### config.mk
export PLATFORM = sky130hd
export DESIGN_NAME = aes256_enc_arbiter
export DESIGN_NICKNAME = d
export VERILOG_FILES = /design/src/rtl/aes256_enc_arbiter.sv
export SDC_FILE = /design/constraint.sdc
export NUM_CORES = 1
export LEC_CHECK = 0
export BUFFER_PORTS_ARGS = -buffer_cell sky130_fd_sc_hd__clkbuf_2
export CAP_MARGIN = 20
export CELL_PAD_IN_SITES_DETAIL_PLACEMENT = 1
export CELL_PAD_IN_SITES_GLOBAL_PLACEMENT = 1
export CORE_AREA = 2 2 255 257
export CTS_BUF_LIST = sky130_fd_sc_hd__clkbuf_16
export CTS_CLUSTER_SIZE = 28
export DETAILED_ROUTE_END_ITERATION = 12
export DIE_AREA = 0 0 257 259
export GPL_ROUTABILITY_DRIVEN = 0
export MAX_ROUTING_LAYER = met4
export PLACE_DENSITY_LB_ADDON = 0.1
export SLEW_MARGIN = 20
export SYNTH_ARGS = -nofsm -noshare
export SYNTH_HDL_FRONTEND = slang
export SYNTH_SLANG_ARGS = --single-unit
### constraint.sdc
create_clock -name clk -period 2.5 [get_ports clk]
set_input_delay 0.125 -clock clk [delete_from_list [all_inputs] [get_ports clk]]
set_output_delay 0.125 -clock clk [all_outputs]
set_load 0.02 [all_outputs]
### src/rtl/aes256_enc_arbiter.sv
// Two-requester round-robin front end for a shared AES-256 encrypt core.
// A watchdog soft-resets a hung core and answers the job with an error.
module aes256_enc_arbiter #(
  parameter int unsigned TIMEOUT_CYC = 1023,
  parameter int unsigned RST_CYC     = 4,
  parameter int unsigned TMR_W       = 10
) (
  input  logic              clk,
  input  logic              resetn,
  input  logic [1:0]        req_valid,
  input  logic [1:0][127:0] req_data,
  output logic [1:0]        req_ready,
  output logic [1:0]        rsp_valid,
  input  logic [1:0]        rsp_ready,
  output logic [127:0]      rsp_data,
  output logic              rsp_err,
  output logic              core_start,
  output logic [127:0]      core_dataIn,
  input  logic              core_done,
  input  logic [127:0]      core_dataOut,
  output logic              core_resetn,
  output logic              key_bank,
  output logic              busy
);

  localparam int unsigned RCNT_W = (RST_CYC > 1) ? $clog2(RST_CYC) : 1;

  typedef enum logic [2:0] {
    S_IDLE,
    S_LAUNCH,
    S_BUSY,
    S_RESP,
    S_RECOVER
  } state_e;

  state_e            state_q;
  logic [TMR_W-1:0]  tmr_q;
  logic [RCNT_W-1:0] rcnt_q;
  logic              last_grant_q;
  logic [1:0]        rsp_valid_q;
  logic [127:0]      rsp_data_q;
  logic              rsp_err_q;
  logic              core_start_q;
  logic [127:0]      core_dataIn_q;
  logic              core_resetn_q;
  logic              key_bank_q;
  logic              busy_q;
  logic              gnt_c;

  // Single requester wins outright; on contention the one not served last wins.
  always_comb begin
    gnt_c = req_valid[1];
    if (req_valid == 2'b11) gnt_c = ~last_grant_q;
  end

  assign req_ready = (resetn && (state_q == S_IDLE) && (req_valid != 2'b00))
                     ? (gnt_c ? 2'b10 : 2'b01) : 2'b00;

  always_ff @(posedge clk) begin
    if (!resetn) begin
      state_q       <= S_IDLE;
      tmr_q         <= '0;
      rcnt_q        <= '0;
      last_grant_q  <= 1'b1;
      rsp_valid_q   <= 2'b00;
      rsp_data_q    <= '0;
      rsp_err_q     <= 1'b0;
      core_start_q  <= 1'b0;
      core_dataIn_q <= '0;
      core_resetn_q <= 1'b0;
      key_bank_q    <= 1'b0;
      busy_q        <= 1'b0;
    end else begin
      core_start_q  <= 1'b0;
      core_resetn_q <= 1'b1;
      case (state_q)
        S_IDLE: begin
          if (req_valid != 2'b00) begin
            core_dataIn_q <= req_data[gnt_c];
            key_bank_q    <= gnt_c;
            core_start_q  <= 1'b1;
            busy_q        <= 1'b1;
            state_q       <= S_LAUNCH;
          end
        end
        S_LAUNCH: begin
          tmr_q   <= '0;
          state_q <= S_BUSY;
        end
        S_BUSY: begin
          tmr_q <= tmr_q + 1'b1;
          // A done arriving on the timeout cycle still counts as success.
          if (core_done) begin
            rsp_data_q              <= core_dataOut;
            rsp_err_q               <= 1'b0;
            rsp_valid_q[key_bank_q] <= 1'b1;
            state_q                 <= S_RESP;
          end else if (tmr_q == TMR_W'(TIMEOUT_CYC - 1)) begin
            core_resetn_q <= 1'b0;
            rcnt_q        <= '0;
            state_q       <= S_RECOVER;
          end
        end
        S_RECOVER: begin
          if (rcnt_q == RCNT_W'(RST_CYC - 1)) begin
            rsp_data_q              <= '0;
            rsp_err_q               <= 1'b1;
            rsp_valid_q[key_bank_q] <= 1'b1;
            state_q                 <= S_RESP;
          end else begin
            core_resetn_q <= 1'b0;
            rcnt_q        <= rcnt_q + 1'b1;
          end
        end
        S_RESP: begin
          if (rsp_ready[key_bank_q]) begin
            rsp_valid_q  <= 2'b00;
            last_grant_q <= key_bank_q;
            busy_q       <= 1'b0;
            state_q      <= S_IDLE;
          end
        end
        default: state_q <= S_IDLE;
      endcase
    end
  end

  assign rsp_valid   = rsp_valid_q;
  assign rsp_data    = rsp_data_q;
  assign rsp_err     = rsp_err_q;
  assign core_start  = core_start_q;
  assign core_dataIn = core_dataIn_q;
  assign core_resetn = core_resetn_q;
  assign key_bank    = key_bank_q;
  assign busy        = busy_q;

endmodule

# Word level (Yosys, flattened, before mapping)
# Index checks and enable logic that the tools add are counted.
[classes]
order_cmp = 3
reduce_logical = 17
n_addsub = 2
muxes = 38
bitwise = 2
eq_ne = 15
[ops]
columns = ["op", "n"]
rows = [
  ["two-way mux 128 bit", 4],
  ["case mux 128 bit (2 select lines)", 1],
  ["case mux 10 bit (2 select lines)", 1],
  ["two-way mux 2 bit", 8],
  ["two-way mux 3 bit", 5],
  ["case mux 3 bit (5 select lines)", 1],
  ["two-way mux 1 bit", 12],
  ["!= test 2 bit, second input constant", 6],
  ["AND reduction 4 bit", 3],
  ["adder 10 x 1 -> 10 bit, second input constant", 1],
  ["== test 10 bit, second input constant", 1],
  ["nonzero test 2 bit", 4],
  ["== test 3 x 2 -> 1 bit, second input constant", 2],
  ["case mux 1 bit (2 select lines)", 3],
  ["case mux 2 bit (3 select lines)", 1],
  ["AND reduction 2 bit", 3],
  ["AND reduction 3 bit", 2],
  ["== test 2 bit, second input constant", 2],
  ["less-than comparator 1 x 2 -> 1 bit, second input constant", 2],
  ["case mux 2 bit (2 select lines)", 1],
  ["== test 3 x 1 -> 1 bit, second input constant", 1],
  ["== test 3 bit, second input constant", 1],
  ["logical AND 1 bit", 3],
  ["logical NOT 3 bit", 1],
  ["8 further kinds", 8],
]
[word_totals]
input_bits = 391
elab_cells = 89
output_inout_bits = 265
regBits = 279

# Longest topological paths before layout
[depth]
word_depth = 7
ltp_mapped = 7
depth_no_buf = 6

# Worst setup path before layout
# OpenSTA, ideal clock, no wires.
[synth_timing]
path_type = "reg-to-output"
startpoint = "reg state_q[2]"
endpoint = "out req_ready[0]"
n_path_buf = 3
path_slack_ps = 719
required_ps = 2375
arrival_time_ps = 1656
path_stages_with_launch = 7
path_cell_list = "dfxtp_1 > buf_6 > nor4_4 > clkbuf_1 > buf_2 > nand2_1 > nor2_1"
[synth_between]
elab_chain_len = 4
[synth_rtl]
columns = ["element", "line_no", "rtl"]
rows = [
  ["from (decl)", "36", "state_e state_q;"],
  ["from (signal assigned)", "61", "state_q <= S_IDLE;"],
  ["from (signal assigned)", "83", "state_q <= S_LAUNCH;"],
  ["from (signal assigned)", "88", "state_q <= S_BUSY;"],
  ["logical NOT 3 bit", "56", "assign req_ready = (resetn && (state_q == S_IDLE) && (req_valid != 2'b00))"],
  ["logical AND 1 bit (2 in series)", "56", ""],
  ["two-way mux 2 bit", "57", "? (gnt_c ? 2'b10 : 2'b01) : 2'b00;"],
  ["to (decl)", "12", "output logic [1:0] req_ready,"],
]
# Every way passes these cells.

# Worst setup path in the final report
[layout_timing]
startpoint = "reg last_grant_q"
endpoint = "reg core_dataIn_q[12], in the netlist core_dataIn[12]"
[layout_between]
elab_chain_len = 4
[layout_rtl]
columns = ["element", "line_no", "rtl"]
rows = [
  ["from (decl)", "39", "logic last_grant_q;"],
  ["from (signal assigned)", "118", "last_grant_q <= key_bank_q;"],
  ["NOT 1 bit", "53", "if (req_valid == 2'b11) gnt_c = ~last_grant_q;"],
  ["two-way mux 1 bit", "53", ""],
  ["two-way mux 128 bit (not written as such) (2 in series)", "79", "core_dataIn_q <= req_data[gnt_c];"],
  ["to (signal assigned)", "79", ""],
  ["to (decl)", "44", "logic [127:0] core_dataIn_q;"],
]
# Every way passes these cells. The select of a mux whose other input is x is not followed.
# A chain may end at the register's enable or synchronous reset.

==> metrics list <==
- Post-synthesis sequential area ratio: 0.513
- From left edge to right edge, the die measures ~260 um.
* Count of synthesis-stage warnings from yosys: 0
- The worst hold path terminates at core_dataIn[52]$_SDFFE_PN0P_.
- Type of the setup path with the least slack: reg2reg
- Summed over all failing endpoints, the final setup total negative slack is 0 ps.
- Wire segments on met3 add up to between 3000 and 4000 um in the final route.
- Number of standard cells after synthesis: 1126
- Mean post-synth cell area: 9.66 sq um
- By area the synthesized netlist is led by dfxtp_1 51%, mux2i_1 12%, nor2_1 9.4%.
* Setup slack on the worst flop-to-flop path: 190 ps
* Source of the worst register-to-register timing path: last_grant_q$_SDFFE_PN1P_
* Overall fraction of global-route tracks in use: 0.150
- Depth of the worst hold-timing path: 3
* Most frequent cells after synthesis: 279 x dfxtp_1, 273 x nor2_1, 132 x mux2i_1, 128 x a211oi_1, 128 x a22oi_1
- Detailed-route wire length on metal 1: 20200 um
- Between clock sinks in the finished design, the worst skew comes to 17.9 ps.
- Fill cells in the final layout number 7493.
- Met2 wire len: 25200 um
- Launch instance of the worst min-delay path: req_data[52]
- In the routed layout, each cell is associated on average with a via count of a little over 4.
- The routed layout has ~12000 vias.
- After the first detailed-routing iteration, the DRC count stood at approximately 330.
* Max-slew violation count: 0
* Count of TritonRoute iterations in the first routing pass: 4
- The worst path in the final design needs a cycle of around 2300 ps, including I/O delays and setup.
* Number of buffers added by the clock tree synthesis step: 39
- Highest cell delay on the worst timing path: 570 ps
- CTS saw 279 sinks.
- The final number of hold-violating endpoints was 0.
* Yosys reg bits: roughly 280
- Highest ir drop seen on vdd: about 0.37 mV
* CTS hold repair buffers: 339
* Wire length of the first global-routing pass: around 76000 um
- Walking the worst path, the cells encountered are a21boi_4 -> buf_12 -> buf_12 -> mux2i_1 -> dlygate4sd3_1 -> a211oi_1.
- Number of antenna-violating nets in the routed design: 0
- Routed signal wires occupy layers up through met4.
- The slowest stage of the critical path is the dlygate4sd3_1 cell.
- Most used standard cell by instance count after synthesis: dfxtp_1
* Result of the run: completed
- After synthesis, the share of flip-flops with an asynchronous set or reset is 0.
- After detailed routing, the average wire length per cell comes to 17.0 um.
- Std cell rows: 93
* Net count after synthesis: 1520
- The worst setup path is launched from a register.
- In the finished design, the share of the clock period the worst path needs comes to 0.923.
* Post-synthesis cell area: 10900 sq um
- Share of Yosys cell area claimed by the top area cell type: 0.513
- Post-cts gate resize count: 0
* Post-CTS setup buffer count: 0
- The initial utilization of the core area, before any placement, comes to 0.170.
* Most used flip-flop cell after synthesis: dfxtp_1
* Final hold slack: 6.70 ps
- Max_cap viols: 0
- Summed over all layers, the global routing overflow is 0.
- The die covers 66600 sq um.
- Power Dens Cells: a little over 700 nW/um^2
- Worst flop-to-flop path endpoint: core_dataIn[12]$_SDFFE_PN0P_
- Top Ports: 656
- For this run, the top clock speed supported by timing is 0.433 GHz.
* Worst-skew pair later-pin latency: 550 ps
* Worst EP required: 2880 ps
- In this run the vertical extent of the chip is ~260 um.
- The synthesized design contains 0 enable-type register cells.
* CTS tree: yes
- Crit path max fanout: 57
* Worst Path Arrival: 2690 ps
* Kind of end point of the critical path: register
- CTS built an H-tree with a depth of 2.
* Transition time at the pin with the least slew margin: 759 ps
- Across the whole layout, storage elements account for 5590 sq um.
- Clock tree synthesis selected as its root buffer the cell clkbuf_16.
* Static Leak: 8.86 nW
* HPWL after detailed placement: between 30000 and 40000 um
- Rel. slew slack: 0.494
- After clock tree synthesis, the clock-pin slew on the worst setup and hold paths is 60 ps.
- Unique cell type count in the Yosys netlist: 42
* Worst min-delay path class: in2reg
- Max clock buf depth: 3
- In the final layout, the share of cells above drive strength 1 is 0.351.
- Counting cells, the worst reg-to-reg path comes to 6.
- Number of remaining DRC errors: 0
- The number of global-route vias before repair was 13000.
- Core Box Area: 63900 sq um
- Setup violations remaining at the end of the flow were counted as 0.
* Top cell type by total area after synthesis: dfxtp_1
- Setup repair after global routing left no endpoint under its margin.
- P&R area growth vs syn: 81.8%
* Area of the multi-input gates: 4820 sq um
* Largest net degree at the start of global routing: 130
* Port-buffer cells: 655
- Post-layout util: 0.310
- Post-Route WL: 50600 um
- Net count of the finished layout: 2480
- Most frequent cell on the critical path: buf_12
- The initial antenna violation count was 4.
[registers in the layout, summed over array words and instances (netlist names)]
| name | cells |
|---|---|
| rsp_valid | 2 |
| core_dataIn | 128 |
| rsp_data | 128 |
| last_grant_q | 1 |
| rcnt_q | 2 |
| key_bank | 1 |
| rsp_err | 1 |
| core_resetn | 1 |
| core_start | 1 |
| tmr_q | 10 |
| state_q | 3 |
| busy | 1 |
[cells by family (layout without fill, tap and decap cells)]
kind of cell / Yosys count / count (layout) / synth area share
and+or+nand+nor: 312 / 312 / 0.117
AOI/OAI and AO/OA: 288 / 288 / 0.198
DFF: 279 / 279 / 0.513
muxes: 133 / 133 / 0.122
buffers and inverters: 111 / 1102 / 0.0461
adders and majority gates: 3 / 3 / 0.00345
other: 0 / 5 / 0
[worst max-delay path, delay by kind of cell (launching register included)]
kind / cells / cell delay [ps]
flops: 1 / 370
buf+inv: 3 / 1180
compound gates: 2 / 280
mux: 1 / 240
[where the power goes]
part / switching, mW / internal, mW
registers: 0.276 / 4.94
clock network: 2.16 / 3.10
logic: 2.15 / 1.62
[stage by stage]
step | cells | setup slack (ps) | area (sq um) | total power, mW
CTS | 2969 | 177 | 19700 | 14.6
finish | 2977 | 192 | 19800 | 14.2
global placement | 2558 | 667 | 15100 | 8.59
global route | 2976 | 42.5 | 19800 | 15.1
floorplan | 1126 | 719 | 10900 | 7.20
detailed placement | 2558 | 622 | 15100 | 8.62
[worst max path at each step]
stage	slack, ps	end	cells past startpoint	startpoint
final	190	core_dataIn[12]$_SDFFE_PN0P_	6	last_grant_q$_SDFFE_PN1P_
after global routing	40	core_dataIn[24]$_SDFFE_PN0P_	6	last_grant_q$_SDFFE_PN1P_
after CTS	180	core_dataIn[22]$_SDFFE_PN0P_	6	last_grant_q$_SDFFE_PN1P_
after detailed placement	620	rsp_data[23]$_SDFFE_PN0P_	5	state_q[0]$_SDFFE_PN0P_
after global placement	670	rsp_data[123]$_SDFFE_PN0P_	5	state_q[0]$_SDFFE_PN0P_
after floorplan	720	req_ready[0]	6	state_q[2]$_SDFFE_PN0P_
[placed cells by master, fill, tap and decap left out, drive strengths merged, types with 3 or more instances in the layout]
cell         Yosys  routed
a31oi            3       3
nand4            5       5
diode            0       5
ha               3       3
clkinv           0      14
inv              5      20
dfxtp          279     279
dlygate4sd3      0     342
o41ai            3       3
and2             4       4
mux2i          132     132
nand2           13      13
nor2           273     273
o21ai            5       5
clkbuf          59     695
buf             47      28
a211oi         128     128
a22oi          128     128
a21oi            9       9
nand3            3       3
o2111ai          3       3
[layer usage]
layer  track usage  vias to the layer above
li1              -                     6022
met1         0.164                     5724
met2         0.259                      401
met3        0.0465                       77
met4        0.0501                        0
met5             -                        -
[cell type report]
type | instances | share of cell area
Clock inverter | 32 | 0.0103
Timing Repair Buffer | 1025 | 0.357
Tap cell | 855 | 0.0541
Clock buffer | 40 | 0.0506
Sequential cell | 279 | 0.282
Inverter | 5 | 0.00133
Antenna cell | 5 | 0.000633
Multi-Input combinational cell | 736 | 0.244
Power figures use the tool's default switching activity.
